===== config.mk =====
export PLATFORM = sky130hd
export DESIGN_NAME = timer_dev
export DESIGN_NICKNAME = d
export VERILOG_FILES = /design/src/rtl/timer_dev.sv
export SDC_FILE = /design/constraint.sdc
export NUM_CORES = 1
export LEC_CHECK = 0
export CAP_MARGIN = 20
export CORE_MARGIN = 3
export CORE_UTILIZATION = 51
export DETAILED_ROUTE_END_ITERATION = 6
export HOLD_SLACK_MARGIN = 0.02
export PLACE_DENSITY = 0.78
export SLEW_MARGIN = 10
export SYNTH_ARGS = -nofsm -noshare
export SYNTH_HDL_FRONTEND = slang
export SYNTH_SLANG_ARGS = --single-unit
export TNS_END_PERCENT = 100

===== constraint.sdc =====
create_clock -name clk -period 7.32 [get_ports clk]
set_clock_uncertainty 0.2 [all_clocks]
set_input_delay 1.464 -clock clk [delete_from_list [all_inputs] [get_ports clk]]
set_output_delay 1.464 -clock clk [all_outputs]
set_load 0.03 [all_outputs]

===== src/rtl/timer_dev.sv =====
// Programmable down-counting timer with one-shot / auto-reload modes and a
// maskable interrupt, addressed as three word registers (CTRL, PRESET, COUNT).
module timer_dev #(
  parameter int unsigned CNT_W = 32
) (
  input  logic        clk,
  input  logic        rst_n,
  input  logic [1:0]  addr,
  input  logic        we,
  input  logic [31:0] wd,
  output logic [31:0] rd,
  output logic        irq
);

  localparam int unsigned DATA_W = 32;
  localparam int unsigned CTRL_W = 4;

  localparam logic [1:0] ADDR_CTRL   = 2'd0;
  localparam logic [1:0] ADDR_PRESET = 2'd1;
  localparam logic [1:0] ADDR_COUNT  = 2'd2;
  localparam logic [1:0] MODE_RELOAD = 2'b01;

  typedef enum logic [1:0] {
    ST_IDLE,
    ST_LOAD,
    ST_CNT,
    ST_INT
  } state_t;

  state_t            state;
  logic [CTRL_W-1:0] ctrl;
  logic [CNT_W-1:0]  preset;
  logic [CNT_W-1:0]  count;
  logic              irq_flag;

  logic       en;
  logic [1:0] mode;
  logic       im;

  assign en   = ctrl[0];
  assign mode = ctrl[2:1];
  assign im   = ctrl[3];

  // irq depends only on registers, so addr activity cannot glitch it
  assign irq = irq_flag & im;

  always_comb begin
    rd = '0;
    unique case (addr)
      ADDR_CTRL:   rd = DATA_W'(ctrl);
      ADDR_PRESET: rd = DATA_W'(preset);
      ADDR_COUNT:  rd = DATA_W'(count);
      default:     rd = '0;
    endcase
  end

  // Counter FSM; CPU writes are applied last so they win over FSM updates
  always_ff @(posedge clk or negedge rst_n) begin
    if (!rst_n) begin
      state    <= ST_IDLE;
      ctrl     <= '0;
      preset   <= '0;
      count    <= '0;
      irq_flag <= 1'b0;
    end else begin
      unique case (state)
        ST_IDLE: begin
          if (en) state <= ST_LOAD;
        end
        ST_LOAD: begin
          count <= preset;
          state <= ST_CNT;
        end
        ST_CNT: begin
          if (!en) begin
            state <= ST_IDLE;
          end else if (count != '0) begin
            count <= count - CNT_W'(1);
          end else begin
            irq_flag <= 1'b1;
            state    <= ST_INT;
          end
        end
        ST_INT: begin
          if (mode == MODE_RELOAD) begin
            irq_flag <= 1'b0;
            state    <= ST_LOAD;
          end else begin
            ctrl[0] <= 1'b0;
            state   <= ST_IDLE;
          end
        end
        default: state <= ST_IDLE;
      endcase

      if (we && (addr == ADDR_CTRL)) begin
        ctrl     <= wd[CTRL_W-1:0];
        irq_flag <= 1'b0;
      end
      if (we && (addr == ADDR_PRESET)) begin
        preset   <= wd[CNT_W-1:0];
        irq_flag <= 1'b0;
      end
    end
  end

endmodule


* Word-level counts from Yosys, hierarchy flattened
Cells that the tools add are included.
** Word-level totals
- Bits in registers :: 71
- Latch bits :: 0
- Bits in writable memories :: 0
- ROM bits :: 0
- Bits of input ports :: 37
- Output and inout port bits :: 33
- Memories :: 0
** Operators by class
- Add/subtract/negate cells :: 1
- Multiply operators :: 0
- Div/mod/pow operators :: 0
- Magnitude comparators :: 0
- Equality and inequality tests :: 14
- Shift operators :: 0
- Muxes and demuxes :: 18
- Bitwise operators :: 1
- Reductions and logical operators :: 12
** Operators by type and width (number)
- case mux 32 bit (3 select lines) :: 1
- two-way mux 32 bit :: 2
- case mux 32 bit (2 select lines) :: 1
- nonzero test 32 bit :: 1
- subtractor 32 x 1 -> 32 bit, second input constant :: 1
- != test 4 bit, second input constant :: 3
- two-way mux 1 bit :: 9
- case mux 2 bit (4 select lines) :: 1
- == test 2 x 1 -> 1 bit, second input constant :: 3
- == test 2 bit, second input constant :: 3
- two-way mux 2 bit :: 3
- != test 2 bit, second input constant :: 3
- logical NOT 2 bit :: 2
- AND reduction 2 bit :: 2
- AND reduction 4 bit :: 1
- nonzero test 2 bit :: 2
- nonzero test 4 bit :: 1
- != test 3 bit, second input constant :: 1
- AND reduction 3 bit :: 1
- logical AND 1 bit :: 2
- != test 2 x 1 -> 1 bit, second input constant :: 1
- case mux 1 bit (2 select lines) :: 1
- AND 1 bit :: 1

* Depth between registers and ports, before layout
Gate-level depths: netlist of run 1.
- Depth in word-level cells :: 6
- Mapped depth :: 9
- Depth with buffers taken out :: 7

* Worst setup path before layout of run 1
Ideal clock, no wire load.
- Path type :: input port to output port
- Start point :: in addr[1]
- End point :: out rd[10]
- Arrival :: 2.815 ns
- Required time :: 5.656 ns
- Setup slack :: 2.841 ns
- Stages on the path :: 5
- Path buffers :: 3
- Path through :: clkbuf_1 nor2b_1 clkbuf_1 clkbuf_1 a22o_1
** Between the ends
- Longest elaborated chain between the ends :: 2
- Elaborated cells on any way between the ends :: 4
- Classes of those cells :: eq/ne (2); mux (1); reduce/logical (1)
** RTL lines
- start: declaration :: line 8 : input logic [1:0] addr,
- == test 2 bit (tied with other cells) :: line 49 : unique case (addr)
- case mux 32 bit (3 select lines) (*) :: line 49
- end: declaration :: line 11 : output logic [31:0] rd,
Every way passes the cells marked *; elsewhere a longest branch is shown, timed or not.

* Final worst setup path of run 1
- Start point :: in addr[1]
- End point :: out rd[3]
The elaborated chain is that of the path after synthesis.

==> flow_summary_export.csv, run 1 <==
group,metric,value,unit
synth,ys_top_cells_by_area,"dfrtp_1 45%, mux2_2 9.6%, a22o_1 6.4%",
sta,whs,342,ps
sta,setup_viol,0,
global_routing,overflow,0,
worst_setup_path,start_kind,"primary input",
sta,setup_slack,1690,ps
synth,syn_inst,412,
worst_setup_path,crit_arrival,3960,ps
placed_design,io_buffers,69,
pwr,ir_worst_vdd,199,uV
clock_network,root_buffer,"clkbuf_8",
clock_network,htree_levels,3,
placed_design,dpl.hpwl,6910,um
route,vias,3584,
route,drt_iter0_markers,196,
clock_network,clk_pin_slew,70,ps
worst_setup_path,r2r_slack,4050,ps
global_routing,grt_antenna_before_repair,0,
clock_network,hold_buffers,0,
sta,worst_slew_pin_slew,931,ps
worst_setup_path,reg2reg_from,"count[0]",
layout,area_growth_syn_to_layout,22.6,%
layout,drive_above_1_share,0.144,
placed_design,place.gp.congestion,0.819,
synth,synth_cell_types,48,
synth,synth.yosys.seq_area_share,0.445,
clock_network,clk_latency,350,ps
clock_network,cts_max_path_buffers,2,
floorplan,fp.dieH,94.4,um
global_routing,grt_max_degree,72,
floorplan,core_area,7410,um^2
worst_hold_path,min_to,"count[11]",
flow_run,maxCapViolations,0,
worst_setup_path,critPathKind,"in -> out",
floorplan,start_util,0.538,
synth,avgSynthCellArea,9.68,um^2
sta,period_share,0.769,
synth,ys_warn_count,0,
sta,hold_viol_final,0,
global_routing,grt_usage,0.244,
layout,nets,498,
route,firstDrtPassIters,4,
worst_hold_path,min_from,"count[11]",
synth,yosysTopAreaCell,"dfrtp_1",
worst_setup_path,startpoint,"addr[1]",
layout,diodes,0,
placed_design,pre_cts_ws,1660,ps
clock_network,cts_tree,"yes",
route,route.detailed.drc,0,
sta,min_period,5630,ps
layout,post-route-util,0.660,
clock_network,post_cts_buffers,0,
synth,synth.ff_latch_count,71,
worst_setup_path,cp.required,5660,ps
sta,max_freq,178,MHz
route,drtAntennaViolNets,0,
floorplan,io_pins,70,
clock_network,cts_repair_resize_count,0,
layout,n_fill_cell,605,
sta,relSlewSlack,0.379,
worst_setup_path,crit_fanout,18,
synth,synth_edf_count,0,
status,status,"finished, final reports clean",
worst_setup_path,reg2reg_depth,8,
worst_hold_path,min_path_type,"reg -> reg",
route,wl_per_cell,18.3,um
synth,synth-main-ff-cell,"dfrtp_1",
synth,yosysTopAreaCellShare,0.445,
floorplan,rows,31,
pwr,power_density,359,nW/um^2
pwr,p_total,1760,uW
global_routing,grt_pass1_wl,17300,um
route,drt-total-wl,10300,um
synth,syn-cell-area,3990,um^2
worst_setup_path,reg2reg_to,"count[16]",
synth,async_flop_share,1.00,
sta,drv_slew,0,
floorplan,dieArea,8920,um^2
floorplan,die_x,94.4,um
synth,synthesis.nets,450,
sta,rsz0062_at_grt,"false",
route,via_per_inst,6.35,
worst_hold_path,min_path_cells,1,
worst_setup_path,end_kind,"output port",
clock_network,numCtsBuffers,9,
global_routing,grt_pass1_vias,3602,
pwr,p_leak,0.00188,uW
clock_network,clock-sinks,71,
sta,tns,0,ps
## cell families (layout without fill, tap and decap cells)
group,count (synthesis),after routing,synth area share
buffers and inverters,44,97,0.0442
flip-flops,71,71,0.445
AND/OR/NAND/NOR,117,117,0.158
AO/OA/AOI/OAI,139,139,0.238
adder cells (fa/ha/maj),1,1,0.00314
multiplexers,40,40,0.111
## critical path: stages
cell and delay (ps):
clkdlybuf4s50_1 600, nor2b_2 650, buf_4 370, nand2_1 80, o21ai_0 80, clkdlybuf4s50_1 710
## power breakdown
group | internal, uW | leakage [uW] | switching [uW]
Sequential | 525 | 0.000854 | 169
Combinational | 323 | 0.000927 | 426
Clock | 165 | 0.000100 | 148
## cell usage in the layout (no fill, tap or decap), drive strengths merged, types with 3 or more instances in the layout
cell and instances:
nor4 16, nor2 14, or2 6, a21oi 26, nand3 4, a22o 29
o31ai 3, and2 3, o2bb2ai 10, mux2 34, a31oi 3, clkinv 3
o22ai 3, nor2b 5, buf 8, a22oi 5, dfrtp 71, nand2b 5
nand2 28, clkdlybuf4s50 68, mux2i 6, or4 9, clkbuf 12, inv 5
or3 10, o21ai 40, nor3 11
## layer usage
layer | share of wire | vias up | GRT usage
li1 | - | 1658 | -
met1 | 0.44 | 1786 | 0.319
met2 | 0.49 | 113 | 0.402
met3 | 0.046 | 27 | 0.0478
met4 | 0.024 | 0 | 0.0903
met5 | 0 | - | 0
## area by class of cell
cell class,instances,area (um^2),area share
Inverter,5,18.8,0.00384
Timing Repair Buffer,76,738,0.151
Clock buffer,12,145,0.0297
Clock inverter,4,45.0,0.00921
Sequential cell,71,1780,0.363
Tap cell,99,124,0.0253
Multi-Input combinational cell,297,2040,0.418
## worst max-delay path by stage
stage	slack, ps	cells after the start	endpoint
4_1_cts	1650	6	rd[3]
3_3_place_gp	1780	6	rd[3]
5_1_grt	1530	5	rd[7]
6_report	1690	6	rd[3]
3_5_place_dp	1660	6	rd[3]
2_1_floorplan	2840	5	rd[10]
## cells in the mapped netlist, types with 2 or more instances
cell and instances:
nor2b_1 5, a21oi_1 26, o211ai_1 2, o21a_1 2
or3_1 10, o22a_1 2, a31oi_1 3, o31a_1 2
a2bb2oi_1 2, nor3_1 11, o311a_1 2, nor4_1 16
a221o_1 2, o2bb2ai_1 10, o21ai_0 39, o31ai_1 2
dfrtp_1 71, nand2b_1 5, nand3_1 4, nor3b_1 2
or4_1 8, nor2_1 14, clkbuf_1 31, and2_1 3
inv_1 5, a22o_1 29, o22ai_1 3, buf_2 3
or2_2 5, nand4_1 2, mux2_2 34, buf_1 4
a22oi_1 5, nand2_1 28, mux2i_1 6, o41ai_1 2
## through the flow
stage	std cells	area, um^2
3_3_place_gp	548	4700
2_1_floorplan	412	3990
5_1_grt	564	4890
4_1_cts	564	4890
6_report	564	4890
3_5_place_dp	548	4700
## flip-flops by register name, indices dropped and copies added (netlist names)
register / cells
preset: 32
state: 2
count: 32
ctrl: 4
irq_flag: 1
Power figures use the tool's default switching activity.
==> run 2, diff against run 1 <==
--- a/config.mk
+++ b/config.mk
@@ -7,10 +7,10 @@
 export LEC_CHECK = 0
 export CAP_MARGIN = 20
 export CORE_MARGIN = 3
-export CORE_UTILIZATION = 51
+export CORE_UTILIZATION = 48
 export DETAILED_ROUTE_END_ITERATION = 6
 export HOLD_SLACK_MARGIN = 0.02
-export PLACE_DENSITY = 0.78
+export PLACE_DENSITY = 0.77
 export SLEW_MARGIN = 10
 export SYNTH_ARGS = -nofsm -noshare
 export SYNTH_HDL_FRONTEND = slang
==> constraint.sdc (replaced) <==
create_clock -name clk -period 4.6 [get_ports clk]
set_clock_uncertainty 0.2 [all_clocks]
set_input_delay 0.92 -clock clk [delete_from_list [all_inputs] [get_ports clk]]
set_output_delay 0.92 -clock clk [all_outputs]
set_load 0.03 [all_outputs]
==> run 2 against run 1 <==
- critical path depth shrank 1
- design area up 0.61%
- sequential share of layout area down 0.22 points
- cell count is 1.1% higher
- total power up 56%
- sequential power increased by 60%
- global-route usage fell by 2.5 points
- first-iteration DRC count rose by 14%
- utilization is 3.6 points lower
- routed wire length fell by 2.4%
- count of clock-buffer cells in the layout shrank 3
- critical path type unchanged
- largest cell class unchanged
- largest power group unchanged
- highest routed layer unchanged
==> flow_summary_export.csv, run 2 (synthesized netlist as in run 1, its figures left out) <==
group,metric,value,unit
route,drt_iter0_markers,224,
sta,hold_viol_final,0,
clock_network,root_buffer,"clkbuf_8",
floorplan,fp.dieH,97.2,um
worst_setup_path,crit_path_end,"rd[7]",
layout,reg.largest.list,"count (32), preset (32), ctrl (4)",
sta,relSlewSlack,0.401,
layout,nets,501,
floorplan,start_util,0.506,
worst_hold_path,min_path_type,"reg -> reg",
status,status,"finished, final reports clean",
layout,diodes,0,
worst_setup_path,startpoint,"addr[1]",
placed_design,placed_cell_area,4720,um^2
floorplan,core_area,7890,um^2
worst_setup_path,crit_fanout,33,
worst_setup_path,start_kind,"primary input",
sta,setup_viol,0,
clock_network,clock-sinks,71,
route,firstDrtPassIters,5,
sta,period_share,0.888,
layout,final_cell_mix,"71 x dfrtp_1, 68 x clkdlybuf4s50_1, 39 x o21ai_0, 34 x mux2_2, 29 x a22o_1",
sta,drv_slew,0,
pwr,power_density,557,nW/um^2
layout,area_growth_syn_to_layout,23.4,%
clock_network,numCtsBuffers,9,
placed_design,io_buffers,69,
floorplan,die_x,97.2,um
global_routing,grt_pass1_wl,17200,um
clock_network,clk_latency,340,ps
worst_setup_path,end_kind,"output port",
route,wl_per_cell,17.7,um
layout,final_area,4920,um^2
layout,final_common_cell,"dfrtp_1",
global_routing,grt_usage,0.219,
route,drt-total-wl,10100,um
worst_setup_path,reg2reg_depth,7,
global_routing,overflow,0,
layout,drive_above_1_share,0.154,
route,via_per_inst,6.18,
clock_network,cts_max_path_buffers,2,
route,route.detailed.drc,0,
pwr,p_leak,0.00188,uW
layout,post-route-util,0.624,
global_routing,grt_pass1_vias,3515,
placed_design,dpl.hpwl,6970,um
sta,min_period,4090,ps
worst_setup_path,r2r_slack,1480,ps
clock_network,post_cts_buffers,0,
worst_setup_path,reg2reg_to,"count[26]",
floorplan,rows,32,
sta,max_freq,245,MHz
sta,whs,326,ps
route,drtAntennaViolNets,0,
global_routing,grt_max_degree,48,
sta,worst_slew_pin_slew,891,ps
placed_design,place.gp.congestion,0.804,
worst_setup_path,critPathKind,"in -> out",
flow_run,maxCapViolations,0,
worst_setup_path,reg2reg_from,"count[0]",
route,vias,3525,
clock_network,clk_pin_slew,80,ps
clock_network,htree_levels,3,
clock_network,cts_tree,"yes",
pwr,ir_worst_vdd,260,uV
clock_network,cts_repair_resize_count,0,
sta,rsz0062_at_grt,"false",
worst_setup_path,crit_arrival,2970,ps
worst_setup_path,cp.required,3480,ps
floorplan,io_pins,70,
clock_network,hold_buffers,0,
sta,tns,0,ps
floorplan,dieArea,9440,um^2
global_routing,grt_antenna_before_repair,0,
==> run 2: changes by cell type in the layout (fill, tap and decap cells not counted), sizes merged <==
cell / before / now
buf: 8 / 11
bufinv: 1 / 0
clkbuf: 12 / 9
clkinv: 3 / 4
clkinvlp: 0 / 3
==> run 2: stage by stage <==
stage          setup WS, ps  power [uW]  cells
4_1_cts                 504        2740    569
6_report                513        2740    570
2_1_floorplan          1210        1910    412
3_5_place_dp            517        2300    553
5_1_grt                 388        2950    570
3_3_place_gp            580        2260    553
==> run 2: power by group <==
group | total (uW) | internal, uW | switching [uW]
logic | 1190 | 523 | 669
registers | 1110 | 835 | 272
clock network | 442 | 195 | 247
total | 2740 | 1550 | 1190
==> run 2: worst min-delay path by stage <==
stage,start,endpoint,slack [ps],cells past startpoint
final,count[11],count[11],330,1
after floorplan,count[11],count[11],270,1
after detailed placement,count[11],count[11],310,1
after CTS,count[11],count[11],330,1
after global placement,count[11],count[11],310,1
after global routing,count[11],count[11],360,1
==> run 2: layer usage <==
layer  routed length, um  vias to the layer above  global-route usage
li1                    -                     1675                   -
met1                4460                     1709               0.291
met2                4980                      124               0.365
met3                 438                       17              0.0309
met4                 207                        0              0.0799
met5                   0                        -                   0
==> run 2: layout make-up <==
type	count	area, um^2
clock buffers	9	124
clock inverters	7	50.0
fillers	677	2970
inverters	5	18.8
multi-input cells	297	2040
flip-flops and latches	71	1780
well taps	102	128
repair buffers	79	781
==> run 2: critical path, cell delays in order <==
cell             delay, ps
clkdlybuf4s50_1        590
nor2b_2                190
buf_4                  360
a22o_1                 220
clkdlybuf4s50_1        680
==> run 3, diff against run 2 <==
==> constraint.sdc (replaced) <==
create_clock -name clk -period 3.25 [get_ports clk]
set_clock_uncertainty 0.2 [all_clocks]
set_input_delay 0.65 -clock clk [delete_from_list [all_inputs] [get_ports clk]]
set_output_delay 0.65 -clock clk [all_outputs]
set_load 0.03 [all_outputs]
==> run 3 against run 2 <==
- total power up 52%
- cell count up 1.4%
- via count up 1.5%
- register-to-register slack worse by 1300 ps
- combinational power up 45%
- highest routed layer unchanged
- die area unchanged
- utilization up 0.87 points
- first-iteration DRC count up 20%
- non-clock buffer count up 8
==> flow_summary_export.csv, run 3 (synthesized netlist as in run 1, its figures left out) <==
group,metric,value,unit
layout,final_cell_mix,"71 x dfrtp_1, 47 x buf_4, 39 x o21ai_0, 36 x clkdlybuf4s50_1, 34 x mux2_2",
worst_setup_path,slowest_delay,670,ps
placed_design,io_buffers,69,
route,wl_per_cell,17.4,um
global_routing,grt_pass1_wl,17400,um
worst_setup_path,crit_fanout,15,
sta,tns,0,ps
pwr,pwr-share-clk,0.211,
worst_setup_path,cpMostUsedCell,"a21oi_1",
layout,area_growth_syn_to_layout,25.1,%
floorplan,rows,32,
sta,whs,299,ps
placed_design,dpl.hpwl,6790,um
worst_setup_path,r2r_slack,230,ps
clock_network,root_buffer,"clkbuf_8",
pwr,power_density,837,nW/um^2
layout,post-route-util,0.633,
clock_network,clock-sinks,71,
worst_setup_path,crit_arrival,3050,ps
pwr,power_frac_seq,0.374,
worst_setup_path,start_kind,"flop",
sta,period_share,0.930,
sta,worst_slew_pin_slew,887,ps
global_routing,grt_pass1_vias,3501,
worst_setup_path,cp.required,3280,ps
sta,hold_viol_final,0,
route,vias,3579,
layout,fin_cells,578,
sta,drv_slew,0,
floorplan,dieArea,9440,um^2
floorplan,io_pins,70,
worst_setup_path,end_kind,"flop",
worst_setup_path,reg2reg_from,"count[0]",
floorplan,core_area,7890,um^2
pwr,p_comb_frac,0.415,
global_routing,grt_usage,0.224,
route,firstDrtPassIters,5,
floorplan,fp.dieH,97.2,um
pwr,p_total,4170,uW
clock_network,clk_pin_slew,80,ps
sta,min_period,3020,ps
sta,rsz0062_at_grt,"false",
clock_network,cts_max_path_buffers,2,
pwr,ir_worst_vdd,377,uV
clock_network,post_cts_buffers,0,
worst_setup_path,crit_chain,"inv_1 -> ha_1 -> or4b_2 -> or4_1 -> o31a_1 -> buf_4 -> a21oi_1 -> a21oi_1",
layout,drive_above_1_share,0.235,
clock_network,cts_repair_resize_count,0,
layout,final_common_cell,"dfrtp_1",
worst_setup_path,reg2reg_depth,8,
sta,max_freq,331,MHz
pwr,internal_power,2470,uW
layout,nets,509,
layout,diodes,0,
pwr,switching_power,1700,uW
placed_design,place.gp.congestion,0.878,
pwr,p_leak,0.00202,uW
worst_setup_path,crit_path_top_delay_cell,"or4b_2",
floorplan,die_x,97.2,um
clock_network,clk_latency,360,ps
global_routing,grt_max_degree,72,
flow_run,maxCapViolations,0,
floorplan,start_util,0.506,
route,drt-total-wl,10100,um
sta,setup_viol,0,
clock_network,numCtsBuffers,9,
route,route.detailed.drc,0,
worst_hold_path,min_path_type,"in -> async",
clock_network,htree_levels,3,
global_routing,grt_antenna_before_repair,0,
clock_network,hold_buffers,0,
worst_setup_path,critPathKind,"reg -> reg",
layout,reg.largest.list,"count (32), preset (32), ctrl (4)",
placed_design,placed_cells,562,
sta,relSlewSlack,0.409,
pwr,p_sw_frac,0.408,
route,via_per_inst,6.19,
clock_network,cts_tree,"yes",
worst_setup_path,reg2reg_to,"count[8]",
route,drt_iter0_markers,269,
global_routing,overflow,0,
route,drtAntennaViolNets,0,
status,status,"finished, final reports clean",
run 3: power groups by stage:
stage	registers [uW]	clock network, uW	logic (uW)
6_report	1560	880	1730
5_1_grt	1610	933	1930
4_1_cts	1550	889	1730
3_5_place_dp	1560	0	1720
3_3_place_gp	1560	0	1670
2_1_floorplan	1410	0	1290
run 3: worst max-delay path, delay by kind of cell, from the launching register on:
family,cells,cell delay (ps)
buffers and inverters,2,330
adder cells (fa/ha/maj),1,200
flip-flops,1,420
AO/OA/AOI/OAI,3,600
AND/OR/NAND/NOR,2,1140
run 3: how the worst max path moves through the flow:
stage	startpoint	end	slack, ps	cells after the start
2_1_floorplan	count[10]	count[21]	390	8
3_3_place_gp	addr[1]	rd[8]	390	5
3_5_place_dp	count[0]	count[8]	300	8
4_1_cts	count[0]	count[8]	230	8
5_1_grt	count[0]	count[8]	120	8
6_report	count[0]	count[8]	230	8
run 3: stage by stage:
step           setup WS [ps]  cell area, um^2
6_report                 228             4990
3_3_place_gp             389             4740
5_1_grt                  124             4990
2_1_floorplan            388             3990
3_5_place_dp             296             4740
4_1_cts                  229             4990
run 3: routing by layer:
layer | GRT usage | part of all wire
met1 | 0.305 | 0.44
met2 | 0.356 | 0.49
met3 | 0.0445 | 0.055
met4 | 0.0810 | 0.015
met5 | 0 | 0
run 3: area by class of cell:
cell class	instances	area [um^2]
Fill cell	657	2900
Multi-Input combinational cell	297	2040
Sequential cell	71	1780
Timing Repair Buffer	87	778
Clock buffer	10	138
Tap cell	102	128
Clock inverter	6	108
Inverter	5	18.8
